$ cat config.mk
export PLATFORM = sky130hd
export DESIGN_NAME = sha_256_round_ctrl
export DESIGN_NICKNAME = d
export VERILOG_FILES = /design/src/rtl/sha_256_round_ctrl.sv
export SDC_FILE = /design/constraint.sdc
export NUM_CORES = 1
export LEC_CHECK = 0
export CAP_MARGIN = 20
export CORE_MARGIN = 5
export CORE_UTILIZATION = 49
export CTS_CLUSTER_DIAMETER = 30
export DETAILED_ROUTE_END_ITERATION = 16
export GPL_TIMING_DRIVEN = 0
export PLACE_DENSITY = 0.75
export RECOVER_POWER = 100
export SYNTH_ARGS = -nofsm -noshare
export SYNTH_HDL_FRONTEND = slang
export SYNTH_SLANG_ARGS = --single-unit
$ cat constraint.sdc
create_clock -name clk -period 2.5 [get_ports clk]
set_input_delay 0.25 -clock clk [delete_from_list [all_inputs] [get_ports clk]]
set_output_delay 0.25 -clock clk [all_outputs]
set_load 0.02 [all_outputs]
$ cat src/rtl/sha_256_round_ctrl.sv
// ---------------------------------------------------------------------------
// sha_256_round_ctrl
//
// Sequencing controller for one SHA-256 compression of a 512-bit block.
// After a start handshake it walks through INIT (load working variables),
// NUM_ROUNDS rounds (stallable through hold_i), FINAL (hash update) and
// DONE (one-cycle completion pulse), then returns to IDLE.
//
// Ports:
//   clk            rising-edge clock
//   rst_n          asynchronous active-low reset
//   start_valid_i  request to compress the presented block
//   start_ready_o  high only in IDLE (decoded from state)
//   init_i         sampled with start: 1 = first block (IV), 0 = chain
//   hold_i         datapath stall request, honoured in ROUND only
//   abort_i        synchronous cancel from INIT, ROUND or FINAL
//   round_idx_o    current round, drives the constants index
//   round_en_o     datapath performs one round this cycle
//   round_last_o   round_en_o high on the final round (decoded)
//   w_sel_sched_o  W comes from the schedule recurrence
//   ld_state_o     load a..h from H (or IV)
//   sel_iv_o       with ld_state_o: 1 = load the IV constants
//   upd_hash_o     H += a..h this cycle
//   busy_o         controller is not IDLE
//   done_o         one-cycle pulse when the digest has been updated
//   blk_cnt_o      blocks completed since the last init=1 block
// ---------------------------------------------------------------------------
module sha_256_round_ctrl #(
    parameter int NUM_ROUNDS  = 64,
    parameter int SCHED_START = 16,
    parameter int IDX_W       = 7,
    parameter int CNT_W       = 16
) (
    input  logic             clk,
    input  logic             rst_n,
    input  logic             start_valid_i,
    output logic             start_ready_o,
    input  logic             init_i,
    input  logic             hold_i,
    input  logic             abort_i,
    output logic [IDX_W-1:0] round_idx_o,
    output logic             round_en_o,
    output logic             round_last_o,
    output logic             w_sel_sched_o,
    output logic             ld_state_o,
    output logic             sel_iv_o,
    output logic             upd_hash_o,
    output logic             busy_o,
    output logic             done_o,
    output logic [CNT_W-1:0] blk_cnt_o
);

    typedef enum logic [2:0] {
        S_IDLE,
        S_INIT,
        S_ROUND,
        S_FINAL,
        S_DONE
    } state_e;

    localparam logic [IDX_W-1:0] LAST_IDX  = IDX_W'(NUM_ROUNDS - 1);
    localparam logic [IDX_W-1:0] SCHED_IDX = IDX_W'(SCHED_START);

    state_e           state_q;
    logic             init_q;
    logic [IDX_W-1:0] round_idx_q;
    logic [IDX_W-1:0] round_idx_d;
    logic             w_sel_sched_q;
    logic             ld_state_q;
    logic             sel_iv_q;
    logic             upd_hash_q;
    logic             busy_q;
    logic             done_q;
    logic [CNT_W-1:0] blk_cnt_q;
    logic             round_en;
    logic             at_last;

    // round_en must react to hold_i in the same cycle, so it is decoded from
    // the registered state rather than registered itself.
    assign round_en = (state_q == S_ROUND) && !hold_i;
    assign at_last  = (round_idx_q == LAST_IDX);

    // The index is zero outside ROUND; abort overrides both hold and advance,
    // and the last round wraps to 0 so NUM_ROUNDS is never presented.
    // NOTE: every variable assigned in always_comb gets a default first, so
    // no path leaves it unassigned and no latch is inferred.
    always_comb begin
        round_idx_d = round_idx_q;
        if ((state_q != S_ROUND) || abort_i) begin
            round_idx_d = '0;
        end else if (round_en) begin
            round_idx_d = at_last ? '0 : round_idx_q + IDX_W'(1);
        end
    end

    // NOTE: sequential state uses non-blocking assignments only, so every
    // register samples the pre-edge values regardless of statement order.
    always_ff @(posedge clk or negedge rst_n) begin
        if (!rst_n) begin
            state_q       <= S_IDLE;
            init_q        <= 1'b0;
            round_idx_q   <= '0;
            w_sel_sched_q <= 1'b0;
            ld_state_q    <= 1'b0;
            sel_iv_q      <= 1'b0;
            upd_hash_q    <= 1'b0;
            busy_q        <= 1'b0;
            done_q        <= 1'b0;
            blk_cnt_q     <= '0;
        end else begin
            round_idx_q   <= round_idx_d;
            // Registered alongside the index so it stays valid during hold.
            w_sel_sched_q <= (round_idx_d >= SCHED_IDX);
            unique case (state_q)
                S_IDLE: begin
                    if (start_valid_i) begin
                        state_q    <= S_INIT;
                        init_q     <= init_i;
                        ld_state_q <= 1'b1;
                        sel_iv_q   <= init_i;
                        busy_q     <= 1'b1;
                    end
                end
                S_INIT: begin
                    ld_state_q <= 1'b0;
                    sel_iv_q   <= 1'b0;
                    if (abort_i) begin
                        state_q <= S_IDLE;
                        busy_q  <= 1'b0;
                    end else begin
                        state_q <= S_ROUND;
                        if (init_q) begin
                            blk_cnt_q <= '0;
                        end
                    end
                end
                S_ROUND: begin
                    if (abort_i) begin
                        state_q <= S_IDLE;
                        busy_q  <= 1'b0;
                    end else if (round_en && at_last) begin
                        state_q    <= S_FINAL;
                        upd_hash_q <= 1'b1;
                    end
                end
                S_FINAL: begin
                    // The upd_hash strobe of this cycle has already reached
                    // the datapath; abort only suppresses count and done.
                    upd_hash_q <= 1'b0;
                    if (abort_i) begin
                        state_q <= S_IDLE;
                        busy_q  <= 1'b0;
                    end else begin
                        state_q   <= S_DONE;
                        blk_cnt_q <= blk_cnt_q + CNT_W'(1);
                        done_q    <= 1'b1;
                    end
                end
                S_DONE: begin
                    state_q <= S_IDLE;
                    done_q  <= 1'b0;
                    busy_q  <= 1'b0;
                end
                default: begin
                    state_q <= S_IDLE;
                end
            endcase
        end
    end

    assign start_ready_o = (state_q == S_IDLE);
    assign round_en_o    = round_en;
    assign round_last_o  = round_en && at_last;
    assign round_idx_o   = round_idx_q;
    assign w_sel_sched_o = w_sel_sched_q;
    assign ld_state_o    = ld_state_q;
    assign sel_iv_o      = sel_iv_q;
    assign upd_hash_o    = upd_hash_q;
    assign busy_o        = busy_q;
    assign done_o        = done_q;
    assign blk_cnt_o     = blk_cnt_q;

endmodule

# Word-level counts from Yosys, hierarchy flattened
# Cells that the tools add are included.
dict set report word_totals {
  ff_bits 33
  inputBits 6
  word_cells 69
}
dict set report op_classes {
  addsub 2
  magnitude_cmp 1
  n_eq_ne 14
  mux 24
  reduce_logical 18
}
# cell n
set ops {}
lappend ops {{$mux W16} 3}
lappend ops {{$pmux W16 S2} 1}
lappend ops {{$mux W7} 3}
lappend ops {{$add A16 B1 Y16 const B} 1}
lappend ops {{$mux W3} 4}
lappend ops {{$ne A2 B2 Y1 const B} 6}
lappend ops {{$pmux W3 S4} 1}
lappend ops {{$pmux W1 S2} 4}
lappend ops {{$reduce_and A2 Y1} 4}
lappend ops {{$reduce_bool A2 Y1} 4}
lappend ops {{$add A7 B1 Y7 const B} 1}
lappend ops {{$eq A7 B6 Y1 const B} 1}
lappend ops {{$ge A7 B5 Y1 const B} 1}
lappend ops {{$eq A3 B2 Y1 const B} 2}
lappend ops {{$mux W1} 6}
lappend ops {{$reduce_and A3 Y1} 2}
lappend ops {{$reduce_and A4 Y1} 1}
lappend ops {{$eq A3 B1 Y1 const B} 1}
lappend ops {{$eq A3 B3 Y1 const B} 1}
lappend ops {{$logic_not A3 Y1} 1}
lappend ops {{$ne A3 B2 Y1 const B} 1}
lappend ops {{$ne A3 B3 Y1 const B} 1}
lappend ops {{$pmux W1 S3} 1}
lappend ops {{$reduce_bool A3 Y1} 1}
lappend ops {{other kinds (6)} 7}

# Longest topological paths before layout
dict set report depth {
  ltp_word 6
  depth_mapped 6
}

# Worst setup path before layout
# Ideal clock, no wire load.
dict set report synth_timing {
  kind {flip-flop to flip-flop}
  startpoint {reg state_q[2]}
  endpoint {reg upd_hash_q (netlist: upd_hash_o)}
  t_arrival_ns 2.361
  path_slack_ns 0.071
  path_stages_with_launch 7
  n_path_buf 1
  synth_period_minus_slack_ns 2.429
  cell_sequence {dfrtp_1 or4b_1 buf_2 inv_1 nand3_1 nor4_1 o32a_1}
}
dict set report synth_between {
  elab_chain_cells 5
  word_cells_on_any_way 9
}
# element line
set synth_lines {}
lappend synth_lines {{from (decl)} 64} ;# state_e state_q;
lappend synth_lines {{from (signal assigned)} 100} ;# state_q <= S_IDLE;
lappend synth_lines {{from (signal assigned)} 117} ;# state_q <= S_INIT;
lappend synth_lines {{from (signal assigned)} 128} ;# state_q <= S_IDLE;
lappend synth_lines {{$eq A3 B2 Y1} 80} ;# assign round_en = (state_q == S_ROUND) && !hold_i;
lappend synth_lines {{$logic_and A1 B1 Y1} 80}
lappend synth_lines {{net round_en_o} 42} ;# output logic round_en_o,
lappend synth_lines {{$logic_and A1 B1 Y1} n/a}
lappend synth_lines {{net round_last_o} 43} ;# output logic round_last_o,
lappend synth_lines {{$ne A2 B2 Y1 (no source line)} n/a}
lappend synth_lines {{$reduce_and A3 Y1 (no source line)} n/a}
lappend synth_lines {{to (signal assigned)} 106} ;# upd_hash_q <= 1'b0;
lappend synth_lines {{to (signal assigned)} 143} ;# upd_hash_q <= 1'b1;
lappend synth_lines {{to (signal assigned)} 149} ;# upd_hash_q <= 1'b0;
lappend synth_lines {{to (decl)} 71} ;# logic upd_hash_q;
# The timed path passes the listed nets, and every way through them passes these cells.
# A chain may end at the register's enable or synchronous reset.

# Final worst setup path
dict set report layout_timing {
  startpoint {reg state_q[2]}
  endpoint {out round_last_o}
}
dict set report layout_between {
  elab_chain_cells 3
}
# element line
set layout_lines {}
lappend layout_lines {{$eq A3 B2 Y1} 80}
lappend layout_lines {{$logic_and A1 B1 Y1} 80}
lappend layout_lines {{$logic_and A1 B1 Y1} 173} ;# assign round_last_o = round_en && at_last;
lappend layout_lines {{to (decl)} 43}
# Every way passes these cells.

==> results.sh <==
export IMPL_path_class="register to primary output"
export IMPL_number_of_enable_type_register_cells_in_the_synthesized_netlist=0
export IMPL_numPlacedInstances=252
export IMPL_timing_fmax_mhz=426.5
export IMPL_grt_remaining_overflow=0
export IMPL_dr_total_vias=1427
export IMPL_synth_cell_types=38
export IMPL_grt_pass1_vias=1510
export IMPL_mappedNetlistArea_sq_um=1645
export IMPL_nFillCells=292
export IMPL_internal_power_mw=0.8743
export IMPL_largest_register_ffs=16
export IMPL_regToRegEndpoint="w_sel_sched_o"
export IMPL_drt_pre_antenna_iters=4
export IMPL_clock_skew_ns=0.006739
export IMPL_detail_route_wirelength_um=3730
export IMPL_total_routing_resource_utilization_after_global_routing=0.1875
export IMPL_place_hpwl_um=2825
export IMPL_reg2reg_depth=5
export IMPL_violations="max-capacitance violations, max-slew violations"
export IMPL_synthesis_nets=178
export IMPL_route_detailed_vias_per_inst=5.467
export IMPL_buffer_ports_inserted=36
export IMPL_vdd_drop_max_mv=0.4550
export IMPL_core_area_sq_um=3284
export IMPL_setup_violations_final=0
export IMPL_ctsRootBufferMaster="sky130_fd_sc_hd__clkbuf_4"
export IMPL_synth_warnings=0
export IMPL_synth_xor_area_share=0.06388
export IMPL_critical_path_cell_count=6
export IMPL_synth_compound_area_share=0.1369
export IMPL_clock_sinks=33
export IMPL_syn_instance_count=170
export IMPL_cp_num_buf_inv=3
export IMPL_rows=21
export IMPL_die_width_um=67.95
export IMPL_post_layout_min_period_ns=2.344
export IMPL_initial_utilization=0.5010
export IMPL_drc=0
export IMPL_first_pass_grt_wire_length_um=6589
export IMPL_number_of_cts_inserted_buffers=5
export IMPL_synth_area_leader_cell="sky130_fd_sc_hd__dfrtp_1"
export IMPL_cp_start_kind="register"
export IMPL_routabilityCongestion=0.8277
export IMPL_final_antenna_net_count=0
export IMPL_comb_power_frac=0.298
export IMPL_drt_initial_drc_count=96
export IMPL_final_core_utilization=0.6457
export IMPL_whs_ns=0.3349
export IMPL_antenna_found_initial=0
export IMPL_insertedDiodeCount=0
export IMPL_asyncSetResetFlopFracSynth=1.000
export IMPL_synthesized_area_fraction_occupied_by_and_or_nand_nor_cells=0.2335
export IMPL_post_synth_top_area_fraction=0.5019
export IMPL_drive_gt1_frac=0.07442
export IMPL_timing_critical_path_required_ns=2.25
export IMPL_hold_path_endpoint="state_q[1]"
export IMPL_status="finished with violations"
export IMPL_worstPathCellList="or4b_1 -> buf_2 -> inv_1 -> nand3_1 -> nor4_4 -> buf_4"
export IMPL_synth_top_family_by_area="simple AND/OR/NAND/NOR gates"
export IMPL_post_route_worst_setup_slack_ns=0.1555
export IMPL_min_path_type="input pin to register"
export IMPL_fin_crit_sh=0.9378
export IMPL_synth_seq_area_share=0.5019
export IMPL_worstSkewPairLatency_ns=0.31
export IMPL_synth_area_mux_share=0.01369
export IMPL_critical_path_endpoint_type="primary output"
export IMPL_pre_cts_ws_ns=-0.4379
export IMPL_fin_cells=261
export IMPL_slew_viol_final=34
export IMPL_ys_top_cells_by_area="sky130_fd_sc_hd__dfrtp_1 50%, sky130_fd_sc_hd__nor2_1 4.1%, sky130_fd_sc_hd__xnor2_1 3.7%"
export IMPL_slew_headroom=-0.1531
export IMPL_r2r_start="state_q[2]"
export IMPL_crit_slowest_cell="sky130_fd_sc_hd__or4b_1"
export IMPL_switching_share=0.3371
export IMPL_holdPathStages=2
export IMPL_cts_tree="yes"
export IMPL_cts_htree_levels=2
export IMPL_clkSlewWorstSetupHoldPaths_ns=0.09
export IMPL_path_max_fanout=7
export IMPL_ctsLongestPathBuffers=2
export IMPL_crit_path_max_incr_delay_ns=0.51
export IMPL_die_h_um=67.95
export IMPL_path_delay_family="simple AND/OR/NAND/NOR gates"
export IMPL_area_growth_syn_to_layout_pct=28.90
export IMPL_design_die_area_sq_um=4617
export IMPL_io_pins=38
export IMPL_worst_endpoint_arrival_ns=2.09
export IMPL_nNetsFinal=222
export IMPL_power_frac_seq=0.498
export IMPL_timing_hold_worst_start="abort_i"
export IMPL_yosys_area_share_adder=0.01521
export IMPL_synth_top_flop_cell="sky130_fd_sc_hd__dfrtp_1"
export IMPL_largest_net_degree_at_the_start_of_global_routing=34
export IMPL_power_switching_mw=0.4446
export IMPL_ff2ff_setup_slack_ns=0.20
export IMPL_leakagePower_nw=0.9402
export IMPL_power_per_cell_area_nw_per_um2=621.9
export IMPL_ys_seq_elements=33
export IMPL_grt_setup_unrepaired="no"
export IMPL_wire_per_inst_um=14.29
export IMPL_worst_slew_pin_slew_ns=1.730
export IMPL_synthesis_area_per_instance_sq_um=9.678
export IMPL_power_frac_clock=0.204
export IMPL_drv_cap=1
export IMPL_hold_viol_final=0
==> metal layers <==
layer  vias up  global-route usage  wire (um)
li1        702                   -          -
met1       691              0.2247       1599
met2        32              0.3237       1947
met3         2             0.04762        166
met4         0             0.06700         16
met5         -                   0          0
==> layout by cell type (no fill, tap or decap), types with 4 or more instances in the layout <==
cell type                       instances
sky130_fd_sc_hd__clkbuf_1              10
sky130_fd_sc_hd__nand3_1                8
sky130_fd_sc_hd__nor3_1                 4
sky130_fd_sc_hd__nand2_1               11
sky130_fd_sc_hd__dlygate4sd3_1         30
sky130_fd_sc_hd__xor2_1                 5
sky130_fd_sc_hd__inv_1                  9
sky130_fd_sc_hd__xnor2_1                7
sky130_fd_sc_hd__a21oi_1               11
sky130_fd_sc_hd__dfrtp_1               33
sky130_fd_sc_hd__or3_1                  7
sky130_fd_sc_hd__nor2_1                18
sky130_fd_sc_hd__o21ai_0               11
sky130_fd_sc_hd__nand4_1                5
sky130_fd_sc_hd__clkbuf_4               5
==> kinds of logic (layout without fill, tap and decap cells) <==
kind of cell,Yosys count,count (layout)
muxes,2,2
DFF,33,33
xor gates and xnor gates,12,12
adders and majority gates,2,2
buffers and inverters,15,60
AOI/OAI and AO/OA,35,35
and+or+nand+nor,71,71
==> how the worst max path moves through the flow <==
stage / from / endpoint / slack [ns]
3_5_place_dp: hold_i / round_last_o / -0.44
5_1_grt: state_q[2] / round_last_o / 0.009
2_1_floorplan: state_q[2] / upd_hash_o / 0.07
3_3_place_gp: hold_i / round_last_o / -0.42
6_report: state_q[2] / round_last_o / 0.16
4_1_cts: state_q[2] / round_last_o / 0.009
==> power groups by stage <==
stage          clock (mW)  combinational (mW)  sequential, mW
3_3_place_gp            0               0.411           0.664
5_1_grt             0.306               0.435           0.667
2_1_floorplan           0               0.184           0.717
6_report            0.269               0.393           0.657
4_1_cts             0.281               0.419           0.658
3_5_place_dp            0               0.415           0.668
==> metrics by stage <==
step                      setup TNS (ns)  cell area [sq um]  total power [mW]
final                                  0               2121             1.319
after global routing                   0               2121             1.408
after CTS                              0               2118             1.358
after detailed placement         -0.4379               2058             1.083
after global placement           -0.4222               2063             1.075
after floorplan                        0               1645            0.9011
==> final cells by class <==
class                      count  area [sq um]  share of cell area
timing repair buffer          37         352.8              0.1664
tap                           46         57.56             0.02714
clock buffer                   8         48.80             0.02301
multi-input combinational    122         778.2              0.3670
inverter                       9         33.78             0.01593
sequential                    33         825.8              0.3894
buffer                         6         23.77             0.01121
==> synth_stat cells (4+ instances only) <==
| cell type | instances |
|---|---|
| sky130_fd_sc_hd__nor3_1 | 5 |
| sky130_fd_sc_hd__nor2_1 | 18 |
| sky130_fd_sc_hd__nor4_1 | 4 |
| sky130_fd_sc_hd__or3_1 | 7 |
| sky130_fd_sc_hd__xor2_1 | 5 |
| sky130_fd_sc_hd__inv_1 | 9 |
| sky130_fd_sc_hd__xnor2_1 | 7 |
| sky130_fd_sc_hd__nand3_1 | 8 |
| sky130_fd_sc_hd__clkbuf_1 | 4 |
| sky130_fd_sc_hd__o21ai_0 | 11 |
| sky130_fd_sc_hd__nand2_1 | 11 |
| sky130_fd_sc_hd__nand4_1 | 5 |
| sky130_fd_sc_hd__a21oi_1 | 11 |
| sky130_fd_sc_hd__dfrtp_1 | 33 |
==> what timing repair did <==
action,in CTS,in global routing
pin swaps,1,1
gates resized for setup,7,3
endpoints found under the setup margin,1,3
buffers inserted,1,0
cloned,0,0
hold buffers,0,0
==> worst reg2reg max path, cell delays in order, from the launching register on <==
cell and delay, ns:
sky130_fd_sc_hd__dfrtp_1 0.44, sky130_fd_sc_hd__or4b_1 0.51, sky130_fd_sc_hd__buf_2 0.18, sky130_fd_sc_hd__or4_4 0.53, sky130_fd_sc_hd__o21ai_1 0.37, sky130_fd_sc_hd__o31ai_1 0.15
No activity file was read; power rests on OpenSTA's default activity.
